[src/rtl/serial_subtractor.sv]
// Multi-cycle N-bit subtractor: x - y - bin, DIGIT bits per clock, borrow registered between digits.
// Optional zero/neg result flags are enabled by defining SERIAL_SUBTRACTOR_FLAGS_EN.
module serial_subtractor #(
    parameter int WIDTH = 16,
    parameter int DIGIT = 1
) (
    input  logic             clk,
    input  logic             rst_n,
    input  logic             start,
    input  logic [WIDTH-1:0] x,
    input  logic [WIDTH-1:0] y,
    input  logic             bin,
    output logic             busy,
    output logic             done,
    output logic [WIDTH-1:0] d,
    output logic             bout,
`ifdef SERIAL_SUBTRACTOR_FLAGS_EN
    output logic             zero,
    output logic             neg,
`endif
    output logic             ovf
);

    localparam int NDIG = WIDTH / DIGIT;
    localparam int CW   = (NDIG > 1) ? $clog2(NDIG) : 1;

    generate
        if (WIDTH < 2) begin : g_width_check
            $fatal(1, "serial_subtractor: WIDTH must be at least 2");
        end
        if (WIDTH % DIGIT != 0) begin : g_digit_check
            $fatal(1, "serial_subtractor: WIDTH must be a multiple of DIGIT");
        end
    endgenerate

    typedef enum logic [1:0] {
        IDLE,
        RUN,
        DONE
    } state_t;

    state_t state;
    state_t state_next;

    logic [WIDTH-1:0] x_q;
    logic [WIDTH-1:0] y_q;
    logic [WIDTH-1:0] d_q;
    logic [WIDTH-1:0] d_next;
    logic [WIDTH-1:0] x_sh;
    logic [WIDTH-1:0] y_sh;
    logic [WIDTH-1:0] diff_w;
    logic [WIDTH-1:0] mask_w;
    logic [DIGIT-1:0] diff;
    logic [CW-1:0]    cnt;
    logic [31:0]      shamt;
    logic             borrow_q;
    logic             borrow_dig;
    logic             b;
    logic             last_digit;
    logic             accept;
    logic             ovf_q;
    logic             ovf_next;

    assign shamt      = 32'(cnt) * 32'(DIGIT);
    assign last_digit = (cnt == CW'(NDIG - 1));
    assign accept     = start && (state == IDLE || state == DONE);

    always_ff @(posedge clk) begin
        if (!rst_n) begin
            state <= IDLE;
        end else begin
            state <= state_next;
        end
    end

    always_comb begin
        state_next = state;
        case (state)
            IDLE:    if (start) state_next = RUN;
            RUN:     if (last_digit) state_next = DONE;
            DONE:    state_next = start ? RUN : IDLE;
            default: state_next = IDLE;
        endcase
    end

    always_comb begin
        busy = (state == RUN);
        done = (state == DONE);
    end

    // Full-subtractor ripple across the current digit; the borrow entering it comes from the register.
    always_comb begin
        x_sh = x_q >> shamt;
        y_sh = y_q >> shamt;
        diff = '0;
        b    = borrow_q;
        for (int i = 0; i < DIGIT; i++) begin
            diff[i] = x_sh[i] ^ y_sh[i] ^ b;
            b       = (~x_sh[i] & y_sh[i]) | (~x_sh[i] & b) | (y_sh[i] & b);
        end
        borrow_dig = b;
        diff_w     = '0;
        diff_w[DIGIT-1:0] = diff;
        mask_w     = '0;
        mask_w[DIGIT-1:0] = '1;
        d_next     = (d_q & ~(mask_w << shamt)) | (diff_w << shamt);
        ovf_next   = (x_q[WIDTH-1] ^ y_q[WIDTH-1]) & (d_next[WIDTH-1] ^ x_q[WIDTH-1]);
    end

`ifdef SERIAL_SUBTRACTOR_FLAGS_EN
    logic zero_q;
    logic neg_q;
`endif

    // Flags are only refreshed on the final digit so they hold steady with the result.
    always_ff @(posedge clk) begin
        if (!rst_n) begin
            x_q      <= '0;
            y_q      <= '0;
            d_q      <= '0;
            cnt      <= '0;
            borrow_q <= 1'b0;
            ovf_q    <= 1'b0;
`ifdef SERIAL_SUBTRACTOR_FLAGS_EN
            zero_q   <= 1'b0;
            neg_q    <= 1'b0;
`endif
        end else if (accept) begin
            x_q      <= x;
            y_q      <= y;
            borrow_q <= bin;
            cnt      <= '0;
        end else if (state == RUN) begin
            d_q      <= d_next;
            borrow_q <= borrow_dig;
            cnt      <= cnt + 1'b1;
            if (last_digit) begin
                ovf_q  <= ovf_next;
`ifdef SERIAL_SUBTRACTOR_FLAGS_EN
                zero_q <= (d_next == '0);
                neg_q  <= d_next[WIDTH-1] ^ ovf_next;
`endif
            end
        end
    end

    assign d    = d_q;
    assign bout = borrow_q;
    assign ovf  = ovf_q;
`ifdef SERIAL_SUBTRACTOR_FLAGS_EN
    assign zero = zero_q;
    assign neg  = neg_q;
`endif

endmodule

[config.mk]
export PLATFORM = sky130hd
export DESIGN_NAME = serial_subtractor
export DESIGN_NICKNAME = d
export VERILOG_FILES = /design/src/rtl/serial_subtractor.sv
export SDC_FILE = /design/constraint.sdc
export NUM_CORES = 1
export LEC_CHECK = 0
export ABC_AREA = 1
export BUFFER_PORTS_ARGS = -buffer_cell sky130_fd_sc_hd__buf_2
export CELL_PAD_IN_SITES_DETAIL_PLACEMENT = 0
export CELL_PAD_IN_SITES_GLOBAL_PLACEMENT = 1
export CORE_ASPECT_RATIO = 1.25
export CORE_UTILIZATION = 38
export CTS_CLUSTER_SIZE = 28
export DETAILED_ROUTE_END_ITERATION = 10
export GPL_TIMING_DRIVEN = 0
export PLACE_DENSITY = 0.89
export SKIP_CTS_REPAIR_TIMING = 1
export SYNTH_ARGS = -nofsm -noshare
export SYNTH_HDL_FRONTEND = slang
export SYNTH_SLANG_ARGS = --single-unit
[constraint.sdc]
create_clock -name clk -period 2.8 [get_ports clk]
set_input_delay 0.28 -clock clk [delete_from_list [all_inputs] [get_ports clk]]
set_output_delay 0.28 -clock clk [all_outputs]
set_load 0.1 [all_outputs]
==> results of run 1 <==
[logic make-up (layout without fill, tap and decap cells)]
family	count (synthesis)	in the layout	synth area share [%]
AOI/OAI and AO/OA	93	93	18.1
DFF	56	56	42.8
and+or+nand+nor	165	165	26.4
buffers and inverters	51	111	9.12
adders and majority gates	7	7	3.63
[flip-flops by register name, summed over array words and instances, names as in the netlist]
name	flops
cnt	4
d	16
ovf	1
y_q	16
bout	1
x_q	16
state	2
[tightest hold or removal path, delay by kind of cell]
family,cells,cell delay [ns]
AND/OR/NAND/NOR,1,0.07
AO/OA/AOI/OAI,1,0.07
buffers and inverters,1,0.07
[power by group through the flow]
stage	sequential [mW]	clock, mW	combinational (mW)
after global routing	0.876	0.442	0.384
final	0.870	0.403	0.341
after global placement	0.887	0	0.339
after detailed placement	0.888	0	0.343
after floorplan	0.922	0	0.214
after CTS	0.870	0.417	0.344
[worst max-delay path by stage]
stage               end  slack [ns]  cells after the start    from
floorplan           ovf        0.49                      9    bout
global placement    ovf        0.23                     15  cnt[0]
detailed placement  ovf        0.26                     15  cnt[0]
CTS                 ovf        0.22                     16  cnt[0]
global route        ovf        0.02                     16  cnt[0]
finish              ovf        0.31                     16  cnt[0]
[synth_stat cells]
cell | n | area, um^2
a211oi_1 | 3 | 22.5
nor3_2 | 3 | 30.0
nor3_1 | 3 | 15.0
nand3b_1 | 1 | 7.51
nand2_2 | 4 | 25.0
o21ai_1 | 3 | 15.0
buf_1 | 1 | 3.75
nand3_1 | 11 | 55.1
buf_4 | 4 | 30.0
nor2_4 | 1 | 11.3
nor2_2 | 1 | 6.26
ha_1 | 6 | 75.1
buf_6 | 4 | 45.0
inv_1 | 24 | 90.1
nor2_1 | 72 | 270
buf_2 | 2 | 10.0
clkbuf_1 | 7 | 26.3
a21oi_1 | 35 | 175
inv_2 | 9 | 33.8
o21ai_0 | 52 | 260
fa_1 | 1 | 20.0
dfxtp_1 | 56 | 1120
nor3_4 | 1 | 16.3
nand2_1 | 68 | 255
[metal layers]
| layer | global-route usage (%) | vias to the layer above | part of all wire, % |
|---|---|---|---|
| met3 | 3.67 | 7 | 3.4 |
| met5 | 0 | - | 0 |
| li1 | - | 1316 | - |
| met4 | 4.81 | 0 | 1.0 |
| met2 | 33.6 | 50 | 50 |
| met1 | 23.8 | 1096 | 46 |
[layout make-up]
class / instances / area, um^2 / area share (%)
repair buffers: 55 / 275 / 8.95
inverters: 33 / 124 / 4.03
plain buffers: 18 / 115 / 3.74
multi-input cells: 265 / 1260 / 41.0
clock buffers: 5 / 68.8 / 2.24
well taps: 87 / 109 / 3.54
flip-flops and latches: 56 / 1120 / 36.5
[per-stage QoR]
stage          util (%)  hold WS [ns]  setup WS, ns  power [mW]  area (um^2)
6_report           46.6         0.221         0.310        1.61         3080
4_1_cts            46.5         0.215         0.220        1.63         3070
3_5_place_dp       45.5         0.448         0.260        1.23         3000
3_3_place_gp       45.5         0.443         0.231        1.23         3000
2_1_floorplan         -         0.418         0.486        1.14         2620
5_1_grt            46.6         0.218        0.0194        1.70         3080
[layout by cell type, fill, tap and decap left out, types with 3 or more instances in the layout]
master	instances
o21ai_0	52
nor3_1	3
nand3_1	11
nand2_2	4
clkbuf_1	7
nor3_2	3
clkbuf_8	5
buf_2	57
inv_2	9
a211oi_1	3
a21oi_1	35
dfxtp_1	54
nor2_1	72
inv_1	24
buf_4	4
ha_1	6
nand2_1	68
o21ai_1	3
buf_6	4
==> flow_summary_export.csv, run 1 <==
group,metric,value,unit
status,status,"complete, no violations",
placement,place_inst,514,
clock_tree,clk_latency,0.30,ns
setup_path,arrival,2.75,ns
run,cap_violations,0,
setup_path,worstReg2RegEnd,"ovf",
grt,grt_start_max_net_pins,15,
setup_path,reg2reg_depth,16,
min_path,hold_path.startpoint,"x[1]",
synthesis,synth_area,2620,um^2
clock_tree,clockBufferDepth,2,
finish,nFillCells,733,
placement,hpwl,4.84,mm
finish,syn2layout_area_growth,17.4,%
power,peakVddDrop,0.229,mV
synthesis,yosysSeqAreaShare,42.8,%
finish,fin_cells,519,
setup_path,rrSetupSlack,0.31,ns
clock_tree,root_buffer,"clkbuf_8",
drt,postRouteAntennaNets,0,
timing,relSlewSlack,66.7,%
clock_tree,cts_sinks,56,
setup_path,crit_path_max_incr_delay,0.57,ns
power,pwr-share-seq,53.9,%
setup_path,critPathKind,"reg -> reg",
placement,numPortBuffers,55,
timing,tightest_slew,0.499,ns
grt,antenna_found_initial,0,
setup_path,cp-start-kind,"flop",
placement,place.gp.congestion,0.805,
setup_path,end_kind,"flop",
timing,rsz0062_at_grt,"false",
drt,drc,0,
setup_path,crit_top_cell,"nand2_1",
setup_path,critPathTopFamily,"simple AND/OR/NAND/NOR gates",
power,power.switching,499,uW
finish,diodes,0,
floorplanning,core_area,6610,um^2
drt,vias_per_cell,4.76,
floorplanning,die_area,7230,um^2
timing,fin_setup_tns,0,ns
floorplanning,start_util,39.7,%
power,power_density,525,nW/um^2
grt,grt_pass1_wl,10.7,mm
floorplanning,die_x,76.3,um
floorplanning,io_pins,56,
min_path,hold_depth,3,
timing,finalSetupViolCount,0,
drt,wire_per_inst,12.5,um
min_path,hold_end,"x_q[1]",
setup_path,crit_path_cell_trace,"buf_6 -> inv_2 -> buf_6 -> o21ai_0 -> nand3_1 -> nand3_1 -> nand2_1 -> fa_1 -> nand2_1 -> nor2_1 -> nand2_1 -> nand2_1 -> nand2_1 -> nand3b_1 -> nand2_1 -> inv_1",
clock_tree,cts_tree,"done",
setup_path,critPathBufInv,4,
power,comb_power_share,21.1,%
setup_path,crit_required,3.06,ns
power,p_clk_share,25.0,%
synthesis,ys_ff_latch,56,
drt,dr.pass1.iters,4,
synthesis,yosysWarnings,0,
setup_path,crit_path_top_delay_cell,"fa_1",
timing,final_hold_viol_count,0,
grt,grt_pass1_vias,2207,
timing,fmax,0.402,GHz
synthesis,synth_cell_types,24,
clock_tree,numCtsBuffers,5,
clock_tree,htreeDepth,2,
power,power.leakage,1.37,nW
setup_path,r2r_start,"cnt[0]",
drt,vias,2469,
clock_tree,clk_pin_slew,0.09,ns
timing,finClkSkew,0.00423,ns
min_path,hold_class,"in -> reg",
floorplanning,die_y,94.8,um
setup_path,cp_max_fo,11,
finish,final_nets,477,
power,internal_power,1.12,mW
grt,overflow,0,
synthesis,netlist_instances,372,
floorplanning,rows,33,
timing,slew_viol_final,0,
synthesis,postSynthNetCount,415,
grt,grt.total_usage,19.0,%
finish,drive_gt1_share,21.1,%
drt,drt-initial-drc-count,106,
power,p_sw_share,30.9,%
timing,min_period,2.49,ns
synthesis,syn_area_per_cell,7.04,um^2
drt,routed_wl,6.50,mm
timing,timing.final.crit_share,88.9,%
Note: power is estimated with default switching activity, not from simulation.
==> inputs of run 2 (changes only) <==
--- a/config.mk
+++ b/config.mk
@@ -10,11 +10,13 @@
 export CELL_PAD_IN_SITES_DETAIL_PLACEMENT = 0
 export CELL_PAD_IN_SITES_GLOBAL_PLACEMENT = 1
 export CORE_ASPECT_RATIO = 1.25
-export CORE_UTILIZATION = 38
+export CORE_UTILIZATION = 40
+export CTS_BUF_LIST = sky130_fd_sc_hd__clkbuf_4 sky130_fd_sc_hd__clkbuf_8
 export CTS_CLUSTER_SIZE = 28
 export DETAILED_ROUTE_END_ITERATION = 10
 export GPL_TIMING_DRIVEN = 0
-export PLACE_DENSITY = 0.89
+export PLACE_DENSITY = 0.92
+export RECOVER_POWER = 50
 export SKIP_CTS_REPAIR_TIMING = 1
 export SYNTH_ARGS = -nofsm -noshare
 export SYNTH_HDL_FRONTEND = slang
==> constraint.sdc (replaced) <==
create_clock -name clk -period 2.8 [get_ports clk]
set_input_delay 0.28 -clock clk [delete_from_list [all_inputs] [get_ports clk]]
set_output_delay 0.28 -clock clk [all_outputs]
set_load 0.005 [all_outputs]
==> run 2 against run 1 <==
  * Worst setup slack worse by 0.084 ns
  * Die area shrank 4.9%
  * Largest cell class unchanged
  * First-iteration DRC count increased by 3.8%
  * Final area decreased by 0.16%
  * Fmax decreased by 3.3%
==> flow_summary_export.csv, run 2 (synthesized netlist as in run 1, its figures left out) <==
group,metric,value,unit
setup_path,crit_path_top_delay_cell,"fa_1",
floorplanning,die_area,6880,um^2
clock_tree,cts_tree,"done",
setup_path,crit_path_end,"ovf",
timing,rsz0062_at_grt,"false",
finish,final_area,3070,um^2
status,status,"complete, no violations",
grt,antenna_found_initial,0,
power,p_clk_share,28.9,%
clock_tree,clk_latency,0.30,ns
timing,fmax,0.389,GHz
placement,numPortBuffers,55,
setup_path,critPathKind,"reg -> reg",
timing,fin_setup_tns,0,ns
drt,dr.pass1.iters,4,
grt,overflow,0,
finish,diodes,0,
finish,multi_input_area,1250,um^2
power,total_power,1.63,mW
setup_path,crit_required,3.06,ns
setup_path,crit_top_cell,"nand2_1",
placement,place.gp.congestion,0.832,
floorplanning,io_pins,56,
drt,wire_per_inst,12.1,um
power,internal_power,1.17,mW
drt,routed_wl,6.31,mm
floorplanning,rows,32,
drt,vias,2479,
clock_tree,clk_pin_slew,0.09,ns
power,pwr-share-seq,53.4,%
clock_tree,htreeDepth,2,
placement,place_ws,0.251,ns
finish,regArea,1120,um^2
setup_path,reg2reg_depth,16,
min_path,hold_class,"in -> reg",
floorplanning,die_x,74.4,um
finish,final_nets,477,
grt,grt.total_usage,19.9,%
finish,nFillCells,698,
grt,grt_pass1_vias,2315,
clock_tree,numCtsBuffers,5,
power,peakVddDrop,0.260,mV
timing,slew_viol_final,0,
setup_path,rrSetupSlack,0.23,ns
power,power.switching,454,uW
setup_path,cp_max_fo,11,
power,p_sw_share,27.9,%
floorplanning,start_util,41.9,%
grt,grt_start_max_net_pins,16,
timing,timing.final.crit_share,91.9,%
timing,tightest_slew,0.523,ns
setup_path,crit_path_max_incr_delay,0.58,ns
timing,min_period,2.57,ns
drt,postRouteAntennaNets,0,
placement,place_area,3000,um^2
setup_path,worstReg2RegEnd,"ovf",
timing,relSlewSlack,65.1,%
finish,final_common_cell,"nor2_1",
drt,drt-initial-drc-count,110,
power,comb_power_share,17.7,%
setup_path,arrival,2.83,ns
finish,drive_gt1_share,16.8,%
grt,grt_pass1_wl,10.6,mm
clock_tree,root_buffer,"clkbuf_8",
finish,syn2layout_area_growth,17.2,%
timing,finClkSkew,0.00453,ns
setup_path,cp-start-kind,"flop",
power,power.leakage,1.32,nW
floorplanning,die_y,92.5,um
clock_tree,clockBufferDepth,2,
setup_path,crit_path_start,"cnt[0]",
timing,fin_ws,0.226,ns
timing,final_hold_viol_count,0,
power,power_density,530,nW/um^2
setup_path,r2r_start,"cnt[0]",
setup_path,crit_path_cell_trace,"buf_6 -> inv_2 -> buf_6 -> o21ai_0 -> nand3_1 -> nand3_1 -> nand2_1 -> fa_1 -> nand2_1 -> nor2_1 -> nand2_1 -> nand2_1 -> nand2_1 -> nand3b_1 -> nand2_1 -> inv_1",
finish,mostFrequentLayoutCells,"73 x nor2_1, 69 x nand2_1, 56 x dfxtp_1, 52 x o21ai_0, 42 x buf_2",
floorplanning,core_area,6250,um^2
placement,hpwl,4.75,mm
run,cap_violations,0,
clock_tree,cts_sinks,56,
drt,drc,0,
timing,finalSetupViolCount,0,
setup_path,end_kind,"flop",
drt,vias_per_cell,4.77,
## run 2: power by group through the flow
stage | Sequential [mW] | Combinational (mW) | Clock [mW]
floorplan | 0.882 | 0.205 | 0
global placement | 0.886 | 0.289 | 0
detailed placement | 0.888 | 0.292 | 0
CTS | 0.869 | 0.293 | 0.479
global route | 0.875 | 0.330 | 0.518
finish | 0.869 | 0.288 | 0.469
## run 2: layout make-up
class	instances	area share, %
plain buffers	18	3.67
repair buffers	55	8.44
clock buffers	8	3.18
flip-flops and latches	56	36.5
multi-input cells	265	40.7
inverters	33	4.03
well taps	85	3.46
## run 2: stage by stage
stage | instances | hold slack [ns] | util [%]
after detailed placement | 512 | 0.447 | 48.1
after floorplan | 372 | 0.418 | -
after global routing | 520 | 0.225 | 49.2
after CTS | 520 | 0.213 | 49.6
after global placement | 512 | 0.442 | 48.1
final | 520 | 0.219 | 49.2
## run 2: worst min path at each step
stage / from / endpoint / slack, ns / cells after the start
3_3_place_gp: x_q[13] / x_q[13] / 0.44 / 2
5_1_grt: y[9] / y_q[9] / 0.23 / 3
6_report: x[1] / x_q[1] / 0.22 / 3
3_5_place_dp: x_q[9] / x_q[9] / 0.45 / 2
4_1_cts: x[1] / x_q[1] / 0.21 / 3
2_1_floorplan: rst_n / y_q[0] / 0.42 / 2
## run 2: critical path: cells and delay by family, from the launching register on
kind / cells / cell delay, ns
and+or+nand+nor: 10 / 0.93
AOI/OAI and AO/OA: 1 / 0.18
DFF: 1 / 0.40
buffers and inverters: 4 / 0.42
adders and majority gates: 1 / 0.58
## run 2: layer usage
metal | vias up | GRT usage [%] | wire [um]
met5 | - | 0 | 0
met1 | 1105 | 23.7 | 2850
li1 | 1316 | - | -
met2 | 53 | 35.5 | 3150
met3 | 5 | 3.70 | 235
met4 | 0 | 5.35 | 71
